<file path="src/rtl/mem_port_arbiter_if.sv">
// mem_port_arbiter_if: fetch, data and shared-memory signals of the arbitrated memory port
interface mem_port_arbiter_if;
  logic        if_req;
  logic [7:0]  if_addr;
  logic        if_valid;
  logic [31:0] if_rdata;
  logic        d_req;
  logic        d_we;
  logic [7:0]  d_addr;
  logic [31:0] d_wdata;
  logic [2:0]  d_func3;
  logic        d_valid;
  logic [31:0] d_rdata;
  logic        if_stall;
  logic        d_stall;
  logic [7:0]  mem_addr;
  logic        mem_MemRead;
  logic        mem_MemWrite;
  logic [31:0] mem_data_in;
  logic [2:0]  mem_func3;
  logic [31:0] mem_data_out;
  modport slave (
    input  if_req, if_addr, d_req, d_we, d_addr, d_wdata, d_func3, mem_data_out,
    output if_valid, if_rdata, d_valid, d_rdata, if_stall, d_stall,
           mem_addr, mem_MemRead, mem_MemWrite, mem_data_in, mem_func3
  );
  modport master (
    output if_req, if_addr, d_req, d_we, d_addr, d_wdata, d_func3, mem_data_out,
    input  if_valid, if_rdata, d_valid, d_rdata, if_stall, d_stall,
           mem_addr, mem_MemRead, mem_MemWrite, mem_data_in, mem_func3
  );
endinterface

</file>
<file path="src/rtl/mem_port_arbiter.sv">
// mem_port_arbiter: shares one memory between instruction fetch and load/store with bounded fetch starvation
module mem_port_arbiter #(
  parameter int MEM_LAT    = 1,
  parameter int STARVE_MAX = 3
) (
  input logic             clk,
  input logic             rst,
  mem_port_arbiter_if.slave bus
);
  typedef enum logic [1:0] {IDLE, ACCESS, RESP} state_t;
  localparam logic [1:0] LAT_LAST = 2'(MEM_LAT - 1);
  localparam logic [7:0] SMAX     = 8'(STARVE_MAX);
  state_t      r_state, w_next;
  logic        r_owner_if, r_we, r_if_valid, r_d_valid;
  logic [7:0]  r_addr, r_starve;
  logic [31:0] r_wdata, r_if_rdata, r_d_rdata;
  logic [2:0]  r_func3;
  logic [1:0]  r_lat;
  logic        w_any, w_grant_if, w_last;
  assign w_any      = bus.if_req | bus.d_req;
  assign w_grant_if = bus.if_req & (~bus.d_req | (r_starve == SMAX));
  assign w_last     = r_lat == LAT_LAST;
  // state register
  always_ff @(posedge clk) r_state <= rst ? IDLE : w_next;
  // next state: one grant per IDLE, MEM_LAT cycles of ACCESS, one RESP cycle
  always_comb
    w_next = (r_state == IDLE)   ? (w_any ? ACCESS : IDLE) :
             (r_state == ACCESS) ? (w_last ? RESP : ACCESS) : IDLE;
  // latch the winning request, count latency, capture read data and raise valid
  always_ff @(posedge clk) begin
    if (rst) begin
      r_owner_if <= 1'b0;
      r_we       <= 1'b0;
      r_addr     <= '0;
      r_wdata    <= '0;
      r_func3    <= '0;
      r_lat      <= '0;
      r_starve   <= '0;
      r_if_valid <= 1'b0;
      r_d_valid  <= 1'b0;
      r_if_rdata <= '0;
      r_d_rdata  <= '0;
    end else begin
      r_if_valid <= 1'b0;
      r_d_valid  <= 1'b0;
      if (r_state == IDLE) begin
        r_starve <= (~bus.if_req | w_grant_if) ? '0 :
                    (r_starve == SMAX) ? r_starve : r_starve + 8'd1;
        if (w_any) begin
          r_owner_if <= w_grant_if;
          r_addr     <= w_grant_if ? bus.if_addr : bus.d_addr;
          r_we       <= ~w_grant_if & bus.d_we;
          r_wdata    <= bus.d_wdata;
          r_func3    <= w_grant_if ? 3'b010 : bus.d_func3;
          r_lat      <= '0;
        end
      end else if (r_state == ACCESS) begin
        r_lat <= r_lat + 2'd1;
        if (w_last) begin
          r_if_valid <= r_owner_if;
          r_d_valid  <= ~r_owner_if;
          if (r_owner_if)
            r_if_rdata <= bus.mem_data_out;
          else if (~r_we)
            r_d_rdata <= bus.mem_data_out;
        end
      end
    end
  end
  // memory strobes only during ACCESS; all other memory fields come straight from latched state
  always_comb begin
    bus.mem_MemRead  = (r_state == ACCESS) & ~r_we;
    bus.mem_MemWrite = (r_state == ACCESS) & r_we;
    bus.mem_addr     = r_addr;
    bus.mem_data_in  = r_wdata;
    bus.mem_func3    = r_func3;
    bus.if_valid     = r_if_valid;
    bus.d_valid      = r_d_valid;
    bus.if_rdata     = r_if_rdata;
    bus.d_rdata      = r_d_rdata;
    bus.if_stall     = bus.if_req & ~r_if_valid;
    bus.d_stall      = bus.d_req & ~r_d_valid;
  end
endmodule

</file>
<file path="src/flat_wrapper.sv">
// flat-port wrapper written by rule: the top's interface ports become plain ports
module mem_port_arbiter_flat 
#(
  parameter int MEM_LAT    = 1,
  parameter int STARVE_MAX = 3
)
  (clk, rst, bus_if_req, bus_if_addr, bus_d_req, bus_d_we, bus_d_addr, bus_d_wdata, bus_d_func3, bus_mem_data_out, bus_if_valid, bus_if_rdata, bus_d_valid, bus_d_rdata, bus_if_stall, bus_d_stall, bus_mem_addr, bus_mem_MemRead, bus_mem_MemWrite, bus_mem_data_in, bus_mem_func3);
  mem_port_arbiter_if bus_i ();
  input logic clk;
  input logic rst;
  input wire logic [$bits(bus_i.if_req)-1:0] bus_if_req;
  input wire logic [$bits(bus_i.if_addr)-1:0] bus_if_addr;
  input wire logic [$bits(bus_i.d_req)-1:0] bus_d_req;
  input wire logic [$bits(bus_i.d_we)-1:0] bus_d_we;
  input wire logic [$bits(bus_i.d_addr)-1:0] bus_d_addr;
  input wire logic [$bits(bus_i.d_wdata)-1:0] bus_d_wdata;
  input wire logic [$bits(bus_i.d_func3)-1:0] bus_d_func3;
  input wire logic [$bits(bus_i.mem_data_out)-1:0] bus_mem_data_out;
  output wire logic [$bits(bus_i.if_valid)-1:0] bus_if_valid;
  output wire logic [$bits(bus_i.if_rdata)-1:0] bus_if_rdata;
  output wire logic [$bits(bus_i.d_valid)-1:0] bus_d_valid;
  output wire logic [$bits(bus_i.d_rdata)-1:0] bus_d_rdata;
  output wire logic [$bits(bus_i.if_stall)-1:0] bus_if_stall;
  output wire logic [$bits(bus_i.d_stall)-1:0] bus_d_stall;
  output wire logic [$bits(bus_i.mem_addr)-1:0] bus_mem_addr;
  output wire logic [$bits(bus_i.mem_MemRead)-1:0] bus_mem_MemRead;
  output wire logic [$bits(bus_i.mem_MemWrite)-1:0] bus_mem_MemWrite;
  output wire logic [$bits(bus_i.mem_data_in)-1:0] bus_mem_data_in;
  output wire logic [$bits(bus_i.mem_func3)-1:0] bus_mem_func3;
  assign bus_i.if_req = bus_if_req;
  assign bus_i.if_addr = bus_if_addr;
  assign bus_i.d_req = bus_d_req;
  assign bus_i.d_we = bus_d_we;
  assign bus_i.d_addr = bus_d_addr;
  assign bus_i.d_wdata = bus_d_wdata;
  assign bus_i.d_func3 = bus_d_func3;
  assign bus_i.mem_data_out = bus_mem_data_out;
  assign bus_if_valid = bus_i.if_valid;
  assign bus_if_rdata = bus_i.if_rdata;
  assign bus_d_valid = bus_i.d_valid;
  assign bus_d_rdata = bus_i.d_rdata;
  assign bus_if_stall = bus_i.if_stall;
  assign bus_d_stall = bus_i.d_stall;
  assign bus_mem_addr = bus_i.mem_addr;
  assign bus_mem_MemRead = bus_i.mem_MemRead;
  assign bus_mem_MemWrite = bus_i.mem_MemWrite;
  assign bus_mem_data_in = bus_i.mem_data_in;
  assign bus_mem_func3 = bus_i.mem_func3;
  mem_port_arbiter #(.MEM_LAT(MEM_LAT), .STARVE_MAX(STARVE_MAX)) u_core (.clk(clk), .rst(rst), .bus(bus_i));
endmodule
</file>
<file path="config.mk">
export PLATFORM = sky130hd
export DESIGN_NAME = mem_port_arbiter_flat
export DESIGN_NICKNAME = d
export VERILOG_FILES = /design/src/rtl/mem_port_arbiter_if.sv /design/src/rtl/mem_port_arbiter.sv /design/src/flat_wrapper.sv
export SDC_FILE = /design/constraint.sdc
export NUM_CORES = 1
export LEC_CHECK = 0
export BUFFER_PORTS_ARGS = -buffer_cell sky130_fd_sc_hd__buf_2
export CAP_MARGIN = 25
export CORE_MARGIN = 2
export CORE_UTILIZATION = 42
export CTS_CLUSTER_DIAMETER = 120
export DETAILED_ROUTE_END_ITERATION = 8
export GPL_TIMING_DRIVEN = 0
export PLACE_DENSITY_LB_ADDON = 0.3
export SLEW_MARGIN = 25
export SYNTH_ARGS = -nofsm -noshare
export SYNTH_HDL_FRONTEND = slang
export SYNTH_SLANG_ARGS = --single-unit
</file>
<file path="constraint.sdc">
create_clock -name clk -period 1.7 [get_ports clk]
set_input_delay 0.34 -clock clk [delete_from_list [all_inputs] [get_ports clk]]
set_output_delay 0.34 -clock clk [all_outputs]
set_load 0.05 [all_outputs]
</file>
==> results.toml, run 1 <==
[clocking]
clockBufferDepth = 2
clock-sinks = 123
h-tree-depth = 4
cts.clk_slew.worst_paths_ns = 0.06
cts_root_buf = "clkbuf_8"
clkLatencyLatePin_ns = 0.51
cts_tree = "built"
cts_made_buffers = 17

[yosys]
netlist_instances = 561
synth_cell_type_count = 28
synth_seq_cells = 123
seq_area_frac_synth_pct = 55.2
synth_nets = 651
ys_warn_count = 0
syn_avg_cell_area_um2 = 7.95
synthesis.area_um2 = 4460

[place]
place_inst = 896
numPortBuffers = 199
gp_routability_congestion = 0.802
hpwl_um = 9780

[critical_path]
endpoint_kind = "output pin"
cp-endpoint = "bus_mem_MemWrite"
reg2reg_depth = 8
required_ns = 1.36
path_cells = "nor2b_4 > and2_4 > buf_8"
reg2reg_to = "u_core.bus.d_rdata[30]$_SDFFE_PP0P_"
crit_start = "u_core.r_state[0]$_SDFF_PP0_"
cp.arrival_ns = 1.36
critPathKind = "reg2out"
start_kind = "flop"
slowest_stage = "dfxtp_4"
reg2reg_slack_ns = 0.08
crit_fanout = 7
critPathMaxStageDelay_ns = 0.40
reg2reg_from = "u_core.r_lat[1]$_SDFFE_PP0P_"

[min_path]
hold_path_depth = 3
hold_path_class = "in2reg"

[run]
cap_violations = 0

[floorplanning]
core-area_um2 = 10300
start_util_pct = 43.2
dieArea_um2 = 11500
pin_count = 201
chipWidth_um = 107
num_rows = 37
die_h_um = 107

[sta]
finClkSkew_ns = 0.00753
slew_viol_final = 0
worst_slew_pin_slew_ns = 0.654
hold_viol = 0
fmax_mhz = 588
slew_headroom_pct = 56.4
fin_crit_ns = 1.70
whs_ns = 0.0676
period_share_pct = 100
setup_slack_ns = -0.000808
finalSetupViolations = 1
grt_setup_unrepaired = "true"

[global_route]
grt_pass1_wl_um = 20300
overflow = 0
antenna_found_initial = 0
grt_max_degree = 17
grt_pass1_vias = 4262
grt_use_total_pct = 22.7

[detailed_routing]
drt-initial-drc-count = 359
wl_per_cell_um = 14.2
drc_errors = 0
via_per_inst = 4.89
antenna_left = 0
first_pass_iters = 8
vias = 4577
routed_wl_um = 13300

[power]
power.density_nw_per_um2 = 1280
power.total_w = 0.00820
ir_drop_mv = 0.640
cellLeakagePower_nw = 2.92

[run_status]
violations = "negative setup slack"
outcome = "finished, violations left"

[finish]
fin_nets = 877
drive_gt1_share_pct = 34.8
final_common_cell = "nand2_1"
diodes = 0
finalNonFillerCells = 936
areaGrowthSynthToFinish_pct = 43.1
final_cell_mix = "nand2_1, buf_2, a21oi_1, dfxtp_1, buf_4"
==> layer usage <==
metal,vias up,global-route usage (%),share of wire (%)
li1,2287,-,-
met5,-,0,0
met3,19,8.15,9.1
met4,0,9.28,1.6
met2,201,37.3,47
met1,2070,26.8,42
==> worst min path at each step <==
stage,start,end,slack [ns]
CTS,bus_d_wdata[25],u_core.bus.mem_data_in[25]$_SDFFE_PP0P_,0.04
global placement,u_core.bus.mem_data_in[27]$_SDFFE_PP0P_,u_core.bus.mem_data_in[27]$_SDFFE_PP0P_,0.44
floorplan,u_core.r_lat[0]$_SDFFE_PP0P_,u_core.r_lat[0]$_SDFFE_PP0P_,0.44
finish,bus_d_wdata[25],u_core.bus.mem_data_in[25]$_SDFFE_PP0P_,0.07
global route,bus_d_wdata[25],u_core.bus.mem_data_in[25]$_SDFFE_PP0P_,0.05
detailed placement,u_core.bus.mem_data_in[31]$_SDFFE_PP0P_,u_core.bus.mem_data_in[31]$_SDFFE_PP0P_,0.44
==> Yosys cell counts <==
cell      count  area, um^2
nor4b_1       2        17.5
or3_1         1        6.26
nand2_1     212         796
nor3_2        1        10.0
nand2b_1      1        6.26
o31ai_4       1        21.3
dfxtp_1     123        2460
buf_4         4        30.0
xnor2_1       1        8.76
nor2b_1       3        18.8
nor2b_2       1        8.76
and4bb_2      1        12.5
nand3_1       6        30.0
nor2_1       15        56.3
ha_1          2        25.0
nand4_1       3        18.8
o21ai_0      11        55.1
a21oi_1     121         606
clkbuf_1     16        60.1
buf_2        18        90.1
o21a_1        1        7.51
a21o_1        1        7.51
inv_1         3        11.3
xor2_1        6        52.6
and2_1        1        6.26
and3_1        2        12.5
nor3_1        3        15.0
nand3b_1      1        7.51
==> worst max-delay path, delay by kind of cell (launching register included) <==
family                 cells  cell delay (ns)
buffers and inverters      1             0.14
flip-flops                 1             0.40
AND/OR/NAND/NOR            2             0.31
==> stage by stage <==
stage	utilization [%]	instance area (um^2)	setup slack [ns]	setup TNS, ns
3_5_place_dp	54.5	5630	-0.274	-7.10
3_3_place_gp	54.5	5630	-0.195	-3.54
4_1_cts	60.7	6270	-0.0234	-0.0383
5_1_grt	61.8	6380	-0.0563	-0.162
6_report	61.8	6380	-0.000808	-0.000808
2_1_floorplan	-	4460	0.113	0
==> where the power goes <==
part | total [W] | leakage (nW) | switching, W | internal (W)
registers | 0.00318 | 1.01 | 0.000107 | 0.00307
logic | 0.00160 | 1.64 | 0.00115 | 0.000453
clock network | 0.00342 | 0.274 | 0.00126 | 0.00215
total | 0.00820 | 2.92 | 0.00252 | 0.00568
==> cell families (layout without fill, tap and decap cells) <==
logic type | count (synthesis) | count (layout) | share of synthesized area (%)
DFF | 123 | 123 | 55.2
xor gates and xnor gates | 7 | 7 | 1.37
buffers and inverters | 41 | 280 | 4.29
adders and majority gates | 2 | 2 | 0.561
and+or+nand+nor | 253 | 253 | 22.9
AOI/OAI and AO/OA | 135 | 135 | 15.6
==> state kept, by name, summed over array words and instances, names as in the netlist <==
| signal | count |
|---|---|
| u_core.r_we | 1 |
| u_core.r_starve | 8 |
| u_core.bus.mem_addr | 8 |
| u_core.bus.if_rdata | 32 |
| u_core.bus.mem_data_in | 32 |
| u_core.bus.d_valid | 1 |
| u_core.bus.if_valid | 1 |
| u_core.r_owner_if | 1 |
| u_core.bus.d_rdata | 32 |
| u_core.r_state | 2 |
| u_core.bus.mem_func3 | 3 |
| u_core.r_lat | 2 |
==> area by class of cell <==
cell class | count | area [um^2]
fill | 887 | 3940
sequential | 123 | 2470
multi-input combinational | 397 | 1870
timing repair buffer | 207 | 1070
clock buffer | 21 | 449
buffer | 38 | 223
tap | 136 | 170
clock inverter | 11 | 120
inverter | 3 | 11.3
==> timing repair <==
action	CTS	global route
gates resized for setup	16	34
endpoints found under the setup margin	56	90
gates cloned	0	0
pin swaps	0	3
hold buffers	0	0
setup buffers	2	6
Note: power is estimated with default switching activity, not from simulation.
==> run 2, diff against run 1 <==
--- a/config.mk
+++ b/config.mk
@@ -5,6 +5,7 @@
 export SDC_FILE = /design/constraint.sdc
 export NUM_CORES = 1
 export LEC_CHECK = 0
+export ABC_AREA = 1
 export BUFFER_PORTS_ARGS = -buffer_cell sky130_fd_sc_hd__buf_2
 export CAP_MARGIN = 25
 export CORE_MARGIN = 2
==> results.toml, run 2 <==
[sta]
finalSetupViolations = 0
grt_setup_unrepaired = "true"
finClkSkew_ns = 0.00696
period_share_pct = 98.9
worst_slew_pin_slew_ns = 0.469
fin_crit_ns = 1.68
slew_viol_final = 0
fmax_mhz = 594
fin_tns_setup_ns = 0
hold_viol = 0
slew_headroom_pct = 68.7

[power]
cellLeakagePower_nw = 3.16
intPower_w = 0.00627
swShare_pct = 32.4
power.density_nw_per_um2 = 1440
clockPowerShare_pct = 40.1
p_seq_share_pct = 35.9
power.total_w = 0.00927
pwr-share-comb_pct = 24.1
ir_drop_mv = 0.693
p_sw_w = 0.00300

[detailed_routing]
antenna_left = 0
via_per_inst = 4.73
first_pass_iters = 4
wl_per_cell_um = 13.2
routed_wl_um = 12800
drt-initial-drc-count = 270
vias = 4588
drc_errors = 0

[clocking]
holdBufCountCts = 0
clockBufferDepth = 2
clock-sinks = 123
h-tree-depth = 4
clkLatencyLatePin_ns = 0.51
cts_made_buffers = 17
cts_tree = "built"
cts.clk_slew.worst_paths_ns = 0.06
cts_root_buf = "clkbuf_8"

[critical_path]
reg2reg_to = "u_core.bus.mem_addr[5]$_SDFFE_PP0P_"
cp.arrival_ns = 1.34
slowest_stage = "dfxtp_2"
path_buf_inv = 3
endpoint_kind = "output pin"
path_cells = "inv_2 > nor2_4 > inv_4 > nor2_4 > buf_8"
crit_fanout = 3
reg2reg_slack_ns = 0.13
crit_start = "u_core.r_state[0]$_SDFF_PP0_"
cp_top_family = "flip-flops"
critPathKind = "reg2out"
required_ns = 1.36
critPathMaxStageDelay_ns = 0.35
cp_common_cell = "nor2_4"
cp-endpoint = "bus_mem_MemRead"
reg2reg_from = "u_core.r_starve[0]$_SDFFE_PP0P_"
cp.depth = 5
start_kind = "flop"
reg2reg_depth = 9

[global_route]
overflow = 0
grt_max_degree = 17
grt_pass1_wl_um = 20200
grt_use_total_pct = 22.0
grt_pass1_vias = 4411
antenna_found_initial = 0

[yosys]
netlist_instances = 599
yosys-top-cells-area = "dfxtp_1, nor2_1, o21ai_0"
synthesis.area_um2 = 4580
yosys.area.top_type = "dfxtp_1"
synth_cell_type_count = 24
yosysTopAreaCellShare_pct = 53.7
synth_nets = 689
yosysMostFrequentCell = "nor2_1"
syn_avg_cell_area_um2 = 7.65
synth_edf_count = 0
async_flop_share_pct = 0
synth_seq_cells = 123
ys_warn_count = 0
synth_ff_type = "dfxtp_1"
ys_top_cells_by_count = "nor2_1, dfxtp_1, o21ai_0"
seq_area_frac_synth_pct = 53.7

[place]
dpl-instance-area_um2 = 5750
gp_routability_congestion = 0.798
numPortBuffers = 199
place_inst = 938
hpwl_um = 9610

[finish]
final_common_cell = "nor2_1"
final_cell_mix = "nor2_1, buf_2, dfxtp_1"
areaGrowthSynthToFinish_pct = 40.6
fin_nets = 910
drive_gt1_share_pct = 32.5
finalNonFillerCells = 971
diodes = 0
final_cell_area_um2 = 6450
fin_util_pct = 60.0

[floorplanning]
start_util_pct = 42.7
core-area_um2 = 10700
die_h_um = 108
pin_count = 201
dieArea_um2 = 11800
chipWidth_um = 108
num_rows = 38

[run_status]
outcome = "complete, no violations"

[run]
cap_violations = 0

[min_path]
hold_path_class = "in2reg"
[run 2: logic make-up after synthesis]
kind of cell / synth area share [%]
multiplexers: 0.218
buffers and inverters: 6.39
AO/OA/AOI/OAI: 12.3
adder cells (fa/ha/maj): 0.546
XOR/XNOR: 0.956
flip-flops: 53.7
AND/OR/NAND/NOR: 25.8
[run 2: layout make-up]
| cell class | instances | area [um^2] |
|---|---|---|
| plain buffers | 35 | 209 |
| clock buffers | 23 | 477 |
| clock inverters | 7 | 138 |
| fillers | 1025 | 4300 |
| inverters | 25 | 96.3 |
| multi-input cells | 416 | 1850 |
| flip-flops and latches | 123 | 2470 |
| well taps | 140 | 175 |
| repair buffers | 202 | 1030 |
[run 2: timing repair]
item / CTS / global route
pin swaps: 1 / 2
setup buffers: 3 / 0
gates cloned: 0 / 0
endpoints found under the setup margin: 2 / 55
resized for setup: 11 / 22
[run 2: worst min-delay path, stage by stage]
cell and delay (ns):
buf_2 0.07, o21ai_0 0.08, inv_1 0.05
[run 2: power by group through the flow]
| stage | combinational (W) | sequential [W] | clock, W |
|---|---|---|---|
| after floorplan | 0.000701 | 0.00430 | 0 |
| after global routing | 0.00242 | 0.00336 | 0.00392 |
| after global placement | 0.00217 | 0.00337 | 0 |
| after CTS | 0.00223 | 0.00332 | 0.00378 |
| final | 0.00223 | 0.00333 | 0.00371 |
| after detailed placement | 0.00220 | 0.00338 | 0 |
[run 2: worst min path at each step]
| stage | end | from | cells past startpoint |
|---|---|---|---|
| 2_1_floorplan | u_core.r_lat[1]$_SDFFE_PP0P_ | u_core.r_lat[1]$_SDFFE_PP0P_ | 2 |
| 4_1_cts | u_core.bus.mem_func3[1]$_SDFFE_PP0P_ | bus_d_func3[1] | 3 |
| 6_report | u_core.bus.mem_func3[1]$_SDFFE_PP0P_ | bus_d_func3[1] | 3 |
| 3_5_place_dp | u_core.bus.mem_func3[2]$_SDFFE_PP0P_ | u_core.bus.mem_func3[2]$_SDFFE_PP0P_ | 2 |
| 3_3_place_gp | u_core.r_lat[1]$_SDFFE_PP0P_ | u_core.r_lat[1]$_SDFFE_PP0P_ | 2 |
| 5_1_grt | u_core.bus.mem_data_in[23]$_SDFFE_PP0P_ | bus_d_wdata[23] | 3 |
[run 2: per-layer routing]
metal	routed length (um)	up-vias	part of all wire, %	track usage, %
met5	0	-	0	0
met1	5300	2072	41	24.4
met2	6310	162	49	38.7
met4	127	0	0.99	6.87
met3	1100	12	8.6	8.32
li1	-	2342	-	-
[run 2: per-stage QoR]
stage	hold slack, ns	worst slack [ns]
after global routing	0.0632	-0.0508
after floorplan	0.439	0.0546
after detailed placement	0.461	-0.0323
final	0.0566	0.0179
after global placement	0.448	0.0324
after CTS	0.0413	0.00721
